File: src/rtl/i2c_slave_receiver.sv
// Write-only I2C slave receiver: oversampled SCL/SDA, 7-bit address match, FWFT receive FIFO.
// Define I2C_SLAVE_GENERAL_CALL_EN to also accept the general-call address 7'h00 (write).
module i2c_slave_receiver #(
   parameter int         DataWidth    = 8,
   parameter int         FifoDepth    = 16,
   parameter logic [6:0] SlaveAddress = 7'h50
) (
   input  logic                         i_CLK,
   input  logic                         i_RESET,
   input  logic                         i_ENABLE,
   input  logic                         i_SCL,
   input  logic                         i_SDA,
   output logic                         o_SDA_LOW,
   output logic [DataWidth-1:0]         o_ReadData,
   output logic                         o_ReadValid,
   input  logic                         i_ReadAck,
   output logic [$clog2(FifoDepth):0]   o_FifoCount,
   output logic                         o_Full,
   output logic                         o_Overflow,
   input  logic                         i_ClearStatus,
   output logic                         o_Busy,
   output logic                         o_StopPulse
);

   localparam int AW = $clog2(FifoDepth);
   localparam int CW = AW + 1;

   typedef enum logic [2:0] {
      S_IDLE,
      S_ADDR,
      S_ADDR_ACK,
      S_DATA,
      S_DATA_ACK,
      S_IGNORE
   } state_t;

   state_t                 state_q;
   logic                   scl_s1_q, scl_s2_q, scl_h_q;
   logic                   sda_s1_q, sda_s2_q, sda_h_q;
   logic [2:0]             bitcnt_q;
   logic [DataWidth-2:0]   shift_q;
   logic                   ack_on_q;
   logic                   sda_low_q;
   logic                   stop_pulse_q;

   logic [DataWidth-1:0]   mem_q [FifoDepth];
   logic [AW-1:0]          wr_q, rd_q;
   logic [CW-1:0]          count_q;
   logic                   ovf_q;

   logic                   scl_rise, scl_fall, start_ev, stop_ev;
   logic [DataWidth-1:0]   byte_d;
   logic                   last_bit, addr_hit, pop, can_accept, data_done, push, ovf_set;

   always_comb begin
      scl_rise   = scl_s2_q & ~scl_h_q;
      scl_fall   = ~scl_s2_q & scl_h_q;
      start_ev   = scl_s2_q & scl_h_q & sda_h_q & ~sda_s2_q;
      stop_ev    = scl_s2_q & scl_h_q & ~sda_h_q & sda_s2_q;
      byte_d     = {shift_q, sda_s2_q};
      last_bit   = scl_rise && (bitcnt_q == 3'd7);
`ifdef I2C_SLAVE_GENERAL_CALL_EN
      addr_hit   = ~byte_d[0] && ((byte_d[DataWidth-1:1] == SlaveAddress) ||
                                  (byte_d[DataWidth-1:1] == '0));
`else
      addr_hit   = ~byte_d[0] && (byte_d[DataWidth-1:1] == SlaveAddress);
`endif
      pop        = (count_q != '0) && i_ReadAck;
      can_accept = (count_q != CW'(FifoDepth)) || pop;
      data_done  = i_ENABLE && !start_ev && !stop_ev && (state_q == S_DATA) && last_bit;
      push       = data_done && can_accept;
      ovf_set    = data_done && !can_accept;
   end

   always_ff @(posedge i_CLK) begin
      if (i_RESET) begin
         {scl_s1_q, scl_s2_q, scl_h_q} <= '1;
         {sda_s1_q, sda_s2_q, sda_h_q} <= '1;
         state_q      <= S_IDLE;
         bitcnt_q     <= '0;
         shift_q      <= '0;
         ack_on_q     <= 1'b0;
         sda_low_q    <= 1'b0;
         stop_pulse_q <= 1'b0;
      end else begin
         scl_s1_q     <= i_SCL;
         scl_s2_q     <= scl_s1_q;
         scl_h_q      <= scl_s2_q;
         sda_s1_q     <= i_SDA;
         sda_s2_q     <= sda_s1_q;
         sda_h_q      <= sda_s2_q;
         stop_pulse_q <= 1'b0;
         if (!i_ENABLE) begin
            state_q   <= S_IDLE;
            bitcnt_q  <= '0;
            ack_on_q  <= 1'b0;
            sda_low_q <= 1'b0;
         end else if (start_ev) begin
            state_q   <= S_ADDR;
            bitcnt_q  <= '0;
            ack_on_q  <= 1'b0;
            sda_low_q <= 1'b0;
         end else if (stop_ev) begin
            stop_pulse_q <= state_q inside {S_ADDR_ACK, S_DATA, S_DATA_ACK};
            state_q      <= S_IDLE;
            bitcnt_q     <= '0;
            ack_on_q     <= 1'b0;
            sda_low_q    <= 1'b0;
         end else begin
            case (state_q)
               S_ADDR, S_DATA: begin
                  if (scl_rise) begin
                     shift_q  <= byte_d[DataWidth-2:0];
                     bitcnt_q <= bitcnt_q + 3'd1;
                     if (last_bit) begin
                        if (state_q == S_ADDR) state_q <= addr_hit ? S_ADDR_ACK : S_IGNORE;
                        else                   state_q <= can_accept ? S_DATA_ACK : S_IGNORE;
                     end
                  end
               end
               // first SCL fall opens the ACK window, second one closes it
               S_ADDR_ACK, S_DATA_ACK: begin
                  if (scl_fall) begin
                     if (!ack_on_q) begin
                        ack_on_q  <= 1'b1;
                        sda_low_q <= 1'b1;
                     end else begin
                        ack_on_q  <= 1'b0;
                        sda_low_q <= 1'b0;
                        bitcnt_q  <= '0;
                        state_q   <= S_DATA;
                     end
                  end
               end
               default: ;
            endcase
         end
      end
   end

   always_ff @(posedge i_CLK) begin
      if (push) mem_q[wr_q] <= byte_d;
   end

   always_ff @(posedge i_CLK) begin
      if (i_RESET) begin
         wr_q    <= '0;
         rd_q    <= '0;
         count_q <= '0;
         ovf_q   <= 1'b0;
      end else begin
         if (push) wr_q <= wr_q + AW'(1);
         if (pop)  rd_q <= rd_q + AW'(1);
         case ({push, pop})
            2'b10:   count_q <= count_q + CW'(1);
            2'b01:   count_q <= count_q - CW'(1);
            default: ;
         endcase
         if (ovf_set)            ovf_q <= 1'b1;
         else if (i_ClearStatus) ovf_q <= 1'b0;
      end
   end

   assign o_SDA_LOW   = sda_low_q;
   assign o_ReadValid = (count_q != '0);
   assign o_ReadData  = (count_q != '0) ? mem_q[rd_q] : '0;
   assign o_FifoCount = count_q;
   assign o_Full      = (count_q == CW'(FifoDepth));
   assign o_Overflow  = ovf_q;
   assign o_Busy      = (state_q != S_IDLE);
   assign o_StopPulse = stop_pulse_q;

endmodule

File: config.mk
export PLATFORM = sky130hd
export DESIGN_NAME = i2c_slave_receiver
export DESIGN_NICKNAME = d
export VERILOG_FILES = /design/src/rtl/i2c_slave_receiver.sv
export SDC_FILE = /design/constraint.sdc
export NUM_CORES = 1
export LEC_CHECK = 0
export CORE_ASPECT_RATIO = 1.1
export CORE_MARGIN = 2
export CORE_UTILIZATION = 50
export CTS_BUF_LIST = sky130_fd_sc_hd__clkbuf_4
export DETAILED_ROUTE_END_ITERATION = 6
export DONT_BUFFER_PORTS = 1
export PLACE_DENSITY = 0.78
export SETUP_SLACK_MARGIN = 0.15
export SYNTH_ARGS = -nofsm -noshare
export SYNTH_HDL_FRONTEND = slang
export SYNTH_SLANG_ARGS = --single-unit
File: constraint.sdc
create_clock -name i_CLK -period 3 [get_ports i_CLK]
set_input_delay 0.75 -clock i_CLK [delete_from_list [all_inputs] [get_ports i_CLK]]
set_output_delay 0.75 -clock i_CLK [all_outputs]
set_load 0.02 [all_outputs]
# Word level (Yosys, flattened, before mapping)
# Memories as Yosys holds them, arrays and structs flattened. A register that Yosys moved wholly into a read port is not among the register bits.
# Cells that the tools add are included.
[op_classes]
addsub = 5
n_mul = 0
div_mod_pow = 0
magnitude_cmp = 0
n_eq_ne = 18
shifts = 0
muxes = 23
n_bitwise = 14
reduce_logical = 30
[ops]
columns = ["operator", "n"]
rows = [
  ["$mux 3", 9],
  ["$ne 4x4->1 const B", 4],
  ["$reduce_and 5->1", 3],
  ["$pmux 3 s2", 2],
  ["$pmux 5 s2", 1],
  ["$logic_and 1x1->1", 9],
  ["$add 4x1->4 const B", 2],
  ["$mux 1", 8],
  ["$mux 4", 2],
  ["$mux 8", 1],
  ["$ne 2x2->1 const B", 4],
  ["$reduce_or 4->1", 2],
  ["$and 1x1->1", 7],
  ["$eq 7x7->1 const B", 1],
  ["$not 1->1", 7],
  ["$eq 3x2->1 const B", 2],
  ["$eq 3x3->1 const B", 2],
  ["$reduce_bool 2->1", 3],
  ["$reduce_bool 3->1", 2],
  ["$reduce_or 2->1", 3],
  ["$add 5x1->5 const B", 1],
  ["$eq 5x5->1 const B", 1],
  ["$ne 5x5->1 const B", 1],
  ["$reduce_bool 5->1", 1],
  ["other kinds (10)", 12],
]
[word_totals]
regBits = 35
latch_bits = 0
ramBits = 128
rom_bits = 0
in_bits = 7
output_inout_bits = 19
elab_cells = 107
mem_count = 1
[mem_list]
columns = ["memory", "depth", "word_bits", "rd", "rd_ports_with_merged_regs", "write_ports", "line", "source"]
rows = [
  ["mem_q", 16, 8, 1, 1, 1, "46", "logic [DataWidth-1:0] mem_q [FifoDepth];"],
]

# Depth between registers and ports, before layout
[depth]
ltp_word = 11
mapped_depth = 11
mapped_depth_nobuf = 10

# Worst setup path after synthesis
# No wires, ideal clock.
[synth_path]
path_type = "input -> register"
from = "in i_ENABLE"
to = "reg count_q[4] (netlist: o_FifoCount[4])"
setup_ns = 0.121
arrival_time_ns = 2.788
required_time_ns = 2.879
slack_ns = 0.091
path_stages = 10
n_path_buf = 2
path_cell_list = "clkbuf_1 -> nand3_1 -> nor2_2 -> or2_1 -> buf_6 -> xnor2_1 -> ha_1 -> o31a_1 -> o32ai_1 -> mux2_4"
[synth_between]
elab_chain_cells = 7
word_cells_on_any_way = 9
classes_between = "eq/ne: 2; mux: 1; reduce/logical: 6"
[synth_lines]
columns = ["item", "line", "source"]
rows = [
  ["start: declaration", "10", "input logic i_ENABLE,"],
  ["$logic_and 1x1->1 (*) (4 in series)", "70", "data_done = i_ENABLE && !start_ev && !stop_ev && (state_q == S_DATA) && last_bit;"],
  ["$logic_and 1x1->1 (*)", "71", "push = data_done && can_accept;"],
  ["$eq 2x1->1 / $eq 2x2->1 (equally long branches)", "154", "case ({push, pop})"],
  ["$pmux 5 s2 / $reduce_bool 2->1 (equally long branches)", "n/a", ""],
  ["end signal: assignment", "155", "2'b10: count_q <= count_q + CW'(1);"],
  ["end signal: assignment", "156", "2'b01: count_q <= count_q - CW'(1);"],
  ["end: declaration", "48", "logic [CW-1:0] count_q;"],
]
# Mark *: on every way between the ends. The rest lies on a longest branch, timed or not.
# A chain may end at the register's enable or synchronous reset.

==> impl_metrics.env <==
export IMPL_worstReg2RegEnd="o_FifoCount[4]$_SDFFE_PP0P_"
export IMPL_end_kind="output port"
export IMPL_clock_power_share_pct=24.4
export IMPL_drt_wirelength_per_cell_microns=21.7
export IMPL_worst_hold_path_type="in -> reg"
export IMPL_startpoint_type="flip-flop"
export IMPL_finalWirelength_mm=13.2
export IMPL_synth_area_sq_um=6790
export IMPL_cts_buffer_depth=2
export IMPL_fmax_mhz=309
export IMPL_final_hold_viol_count=0
export IMPL_dp_hpwl_mm=8.09
export IMPL_viasPerCell=6.05
export IMPL_maxSlewViolCount=0
export IMPL_hold_depth=1
export IMPL_setup_tns_final_ps=-1680
export IMPL_placed_cells=571
export IMPL_grt_max_degree=33
export IMPL_avgSynthCellArea_sq_um=16.5
export IMPL_cts_max_level=4
export IMPL_ys_flop_type="edfxtp_1"
export IMPL_yosys_register_bits=167
export IMPL_min_period_ps=3240
export IMPL_final_cell_mix="edfxtp_1 (128), mux4_2 (40), dfxtp_1 (38)"
export IMPL_synthCells=411
export IMPL_status="complete, but fails checks"
export IMPL_setup_violations=8
export IMPL_synth_nets=427
export IMPL_seq_power_share_pct=49.3
export IMPL_cts_buffers=17
export IMPL_fin_ws_ps=-237
export IMPL_cts_clk_slew_worst_paths_ps=130
export IMPL_max_slew_margin_pct=49.0
export IMPL_grt_use_met3_pct=5.63
export IMPL_first_pass_iters=5
export IMPL_synth_cell_types=51
export IMPL_switchingPower_mw=1.54
export IMPL_reg2regPathDepth=8
export IMPL_use_met2_pct=31.4
export IMPL_worstSkewPairLatency_ps=550
export IMPL_num_vias=3690
export IMPL_port_buffers=0
export IMPL_cp_required_ps=2250
export IMPL_leakage_nw=2.54
export IMPL_violations="setup timing"
export IMPL_reg2reg_from="o_FifoCount[3]$_SDFFE_PP0P_"
export IMPL_worstPathArrival_ps=2490
export IMPL_holdWs_ps=250
export IMPL_drc=0
export IMPL_grt_pass1_vias=3675
export IMPL_die_x_microns=115
export IMPL_tightest_slew_ps=765
export IMPL_cts_num_sinks=167
export IMPL_rsz0062_at_grt="true"
export IMPL_utilization_pct=57.2
export IMPL_core_sq_um=13200
export IMPL_dpl_cell_area_sq_um=7090
export IMPL_antenna_found_initial=1
export IMPL_grt_use_met1_pct=24.9
export IMPL_finalInstanceArea_sq_um=7560
export IMPL_power_density_nw_per_um2=696
export IMPL_p_sw_share_pct=29.2
export IMPL_drv_cap=0
export IMPL_pre_cts_ws_ps=207
export IMPL_yosysSeqAreaShare_pct=68.1
export IMPL_root_buffer="clkbuf_4"
export IMPL_layout_commonest_cell="edfxtp_1"
export IMPL_top_usage_layer="met2"
export IMPL_ir_worst_vdd_mv=0.522
export IMPL_cts_tree="yes"
export IMPL_die_area_sq_um=14500
export IMPL_drtIter0Drc=349
export IMPL_fin_crit_sh_pct=108
export IMPL_p_total_mw=5.26
export IMPL_synth_edf_count=128
export IMPL_fin_skew_ps=17.9
export IMPL_gp_congestion=0.814
export IMPL_hold_start="i_RESET"
export IMPL_die_height_microns=126
export IMPL_ff2ff_setup_slack_ps=360
export IMPL_grt_pass1_wl_mm=20.4
export IMPL_area_delta_synth_final_pct=11.4
export IMPL_yosysWarnings=0
export IMPL_cp_max_fo=8
export IMPL_criticalPathCategory="reg -> out"
export IMPL_layout_cells_non_filler=610
export IMPL_rows=44
export IMPL_pin_count=26
export IMPL_start_util_pct=51.4
export IMPL_track_usage_pct=19.4
export IMPL_grt_overflow=0
export IMPL_pwr_share_comb_pct=26.3
export IMPL_fin_nets=451
export IMPL_drive_gt1_share_pct=29.5
export IMPL_p_int_mw=3.73
export IMPL_ys_async_sr_fraction_pct=0
export IMPL_ant_nets=0
cell families (layout without fill, tap and decap cells):
| group | after synthesis | after routing | synth area share [%] |
|---|---|---|---|
| DFF | 167 | 167 | 68.1 |
| buffers and inverters | 31 | 68 | 2.03 |
| other | 0 | 1 | 0 |
| adders and majority gates | 9 | 9 | 1.66 |
| xor gates and xnor gates | 10 | 10 | 1.29 |
| and+or+nand+nor | 113 | 113 | 9.14 |
| AOI/OAI and AO/OA | 37 | 37 | 3.78 |
| muxes | 44 | 44 | 14.0 |
area by class of cell:
type	instances	area, sq um
Fill cell	995	5650
Sequential cell	167	4630
Multi-Input combinational cell	213	2090
Timing Repair Buffer	25	310
Tap cell	161	201
Clock inverter	14	150
Clock buffer	18	135
Inverter	11	43.8
Antenna cell	1	2.50
power groups by stage:
stage,registers (mW),clock network (mW),logic (mW)
global placement,2.63,0,1.06
finish,2.60,1.28,1.39
floorplan,2.64,0,0.865
global route,2.61,1.40,1.49
detailed placement,2.63,0,1.08
CTS,2.59,1.31,1.37
worst max-delay path, cell delays in order, from the launching register on:
cell and delay [ps]:
dfxtp_4 430, buf_12 110, buf_12 130, mux4_2 540, mux4_2 510, and2_4 200
worst max-delay path by stage:
stage	from	end	slack, ps
2_1_floorplan	i_ENABLE	o_FifoCount[4]$_SDFFE_PP0P_	210
3_3_place_gp	o_FifoCount[3]$_SDFFE_PP0P_	o_FifoCount[4]$_SDFFE_PP0P_	320
3_5_place_dp	o_FifoCount[3]$_SDFFE_PP0P_	o_FifoCount[4]$_SDFFE_PP0P_	210
4_1_cts	flip-flop	o_ReadData[2]	-270
5_1_grt	flip-flop	o_ReadData[0]	-310
6_report	flip-flop	o_ReadData[0]	-240
synthesized netlist by cell type, drive strengths merged (7+ instances only):
| cell type | n | area (sq um) |
|---|---|---|
| clkbuf | 14 | 52.6 |
| nor2 | 25 | 96.4 |
| or2 | 7 | 43.8 |
| nand3 | 15 | 75.1 |
| ha | 9 | 113 |
| a21oi | 14 | 70.1 |
| dfxtp | 39 | 781 |
| mux4 | 40 | 901 |
| inv | 11 | 43.8 |
| and2 | 19 | 119 |
| nand2 | 14 | 52.6 |
| edfxtp | 128 | 3840 |
what timing repair did:
action	CTS	global route
hold buffers	0	0
setup endpoints to repair	8	25
gates cloned	3	0
resized for setup	20	7
setup buffers	3	0
hold endpoints to repair	0	0
sequential cells by signal, indices dropped and copies added, names as in the netlist, named ones only:
| name | count |
|---|---|
| o_StopPulse | 1 |
| o_Overflow | 1 |
| rd_q | 4 |
| mem_q | 128 |
| sda_s2_q | 1 |
| scl_s1_q | 1 |
| scl_h_q | 1 |
| sda_s1_q | 1 |
| o_SDA_LOW | 1 |
| bitcnt_q | 3 |
| wr_q | 4 |
| shift_q | 7 |
| state_q | 3 |
| sda_h_q | 1 |
| o_FifoCount | 5 |
| scl_s2_q | 1 |
per-layer routing:
metal	vias to the layer above	wire length, microns	share of wire (%)
li1	1656	-	-
met1	1865	5350	40
met2	145	6800	51
met3	24	826	6.2
met4	0	263	2.0
met5	-	0	0
Note: power is estimated with default switching activity, not from simulation.
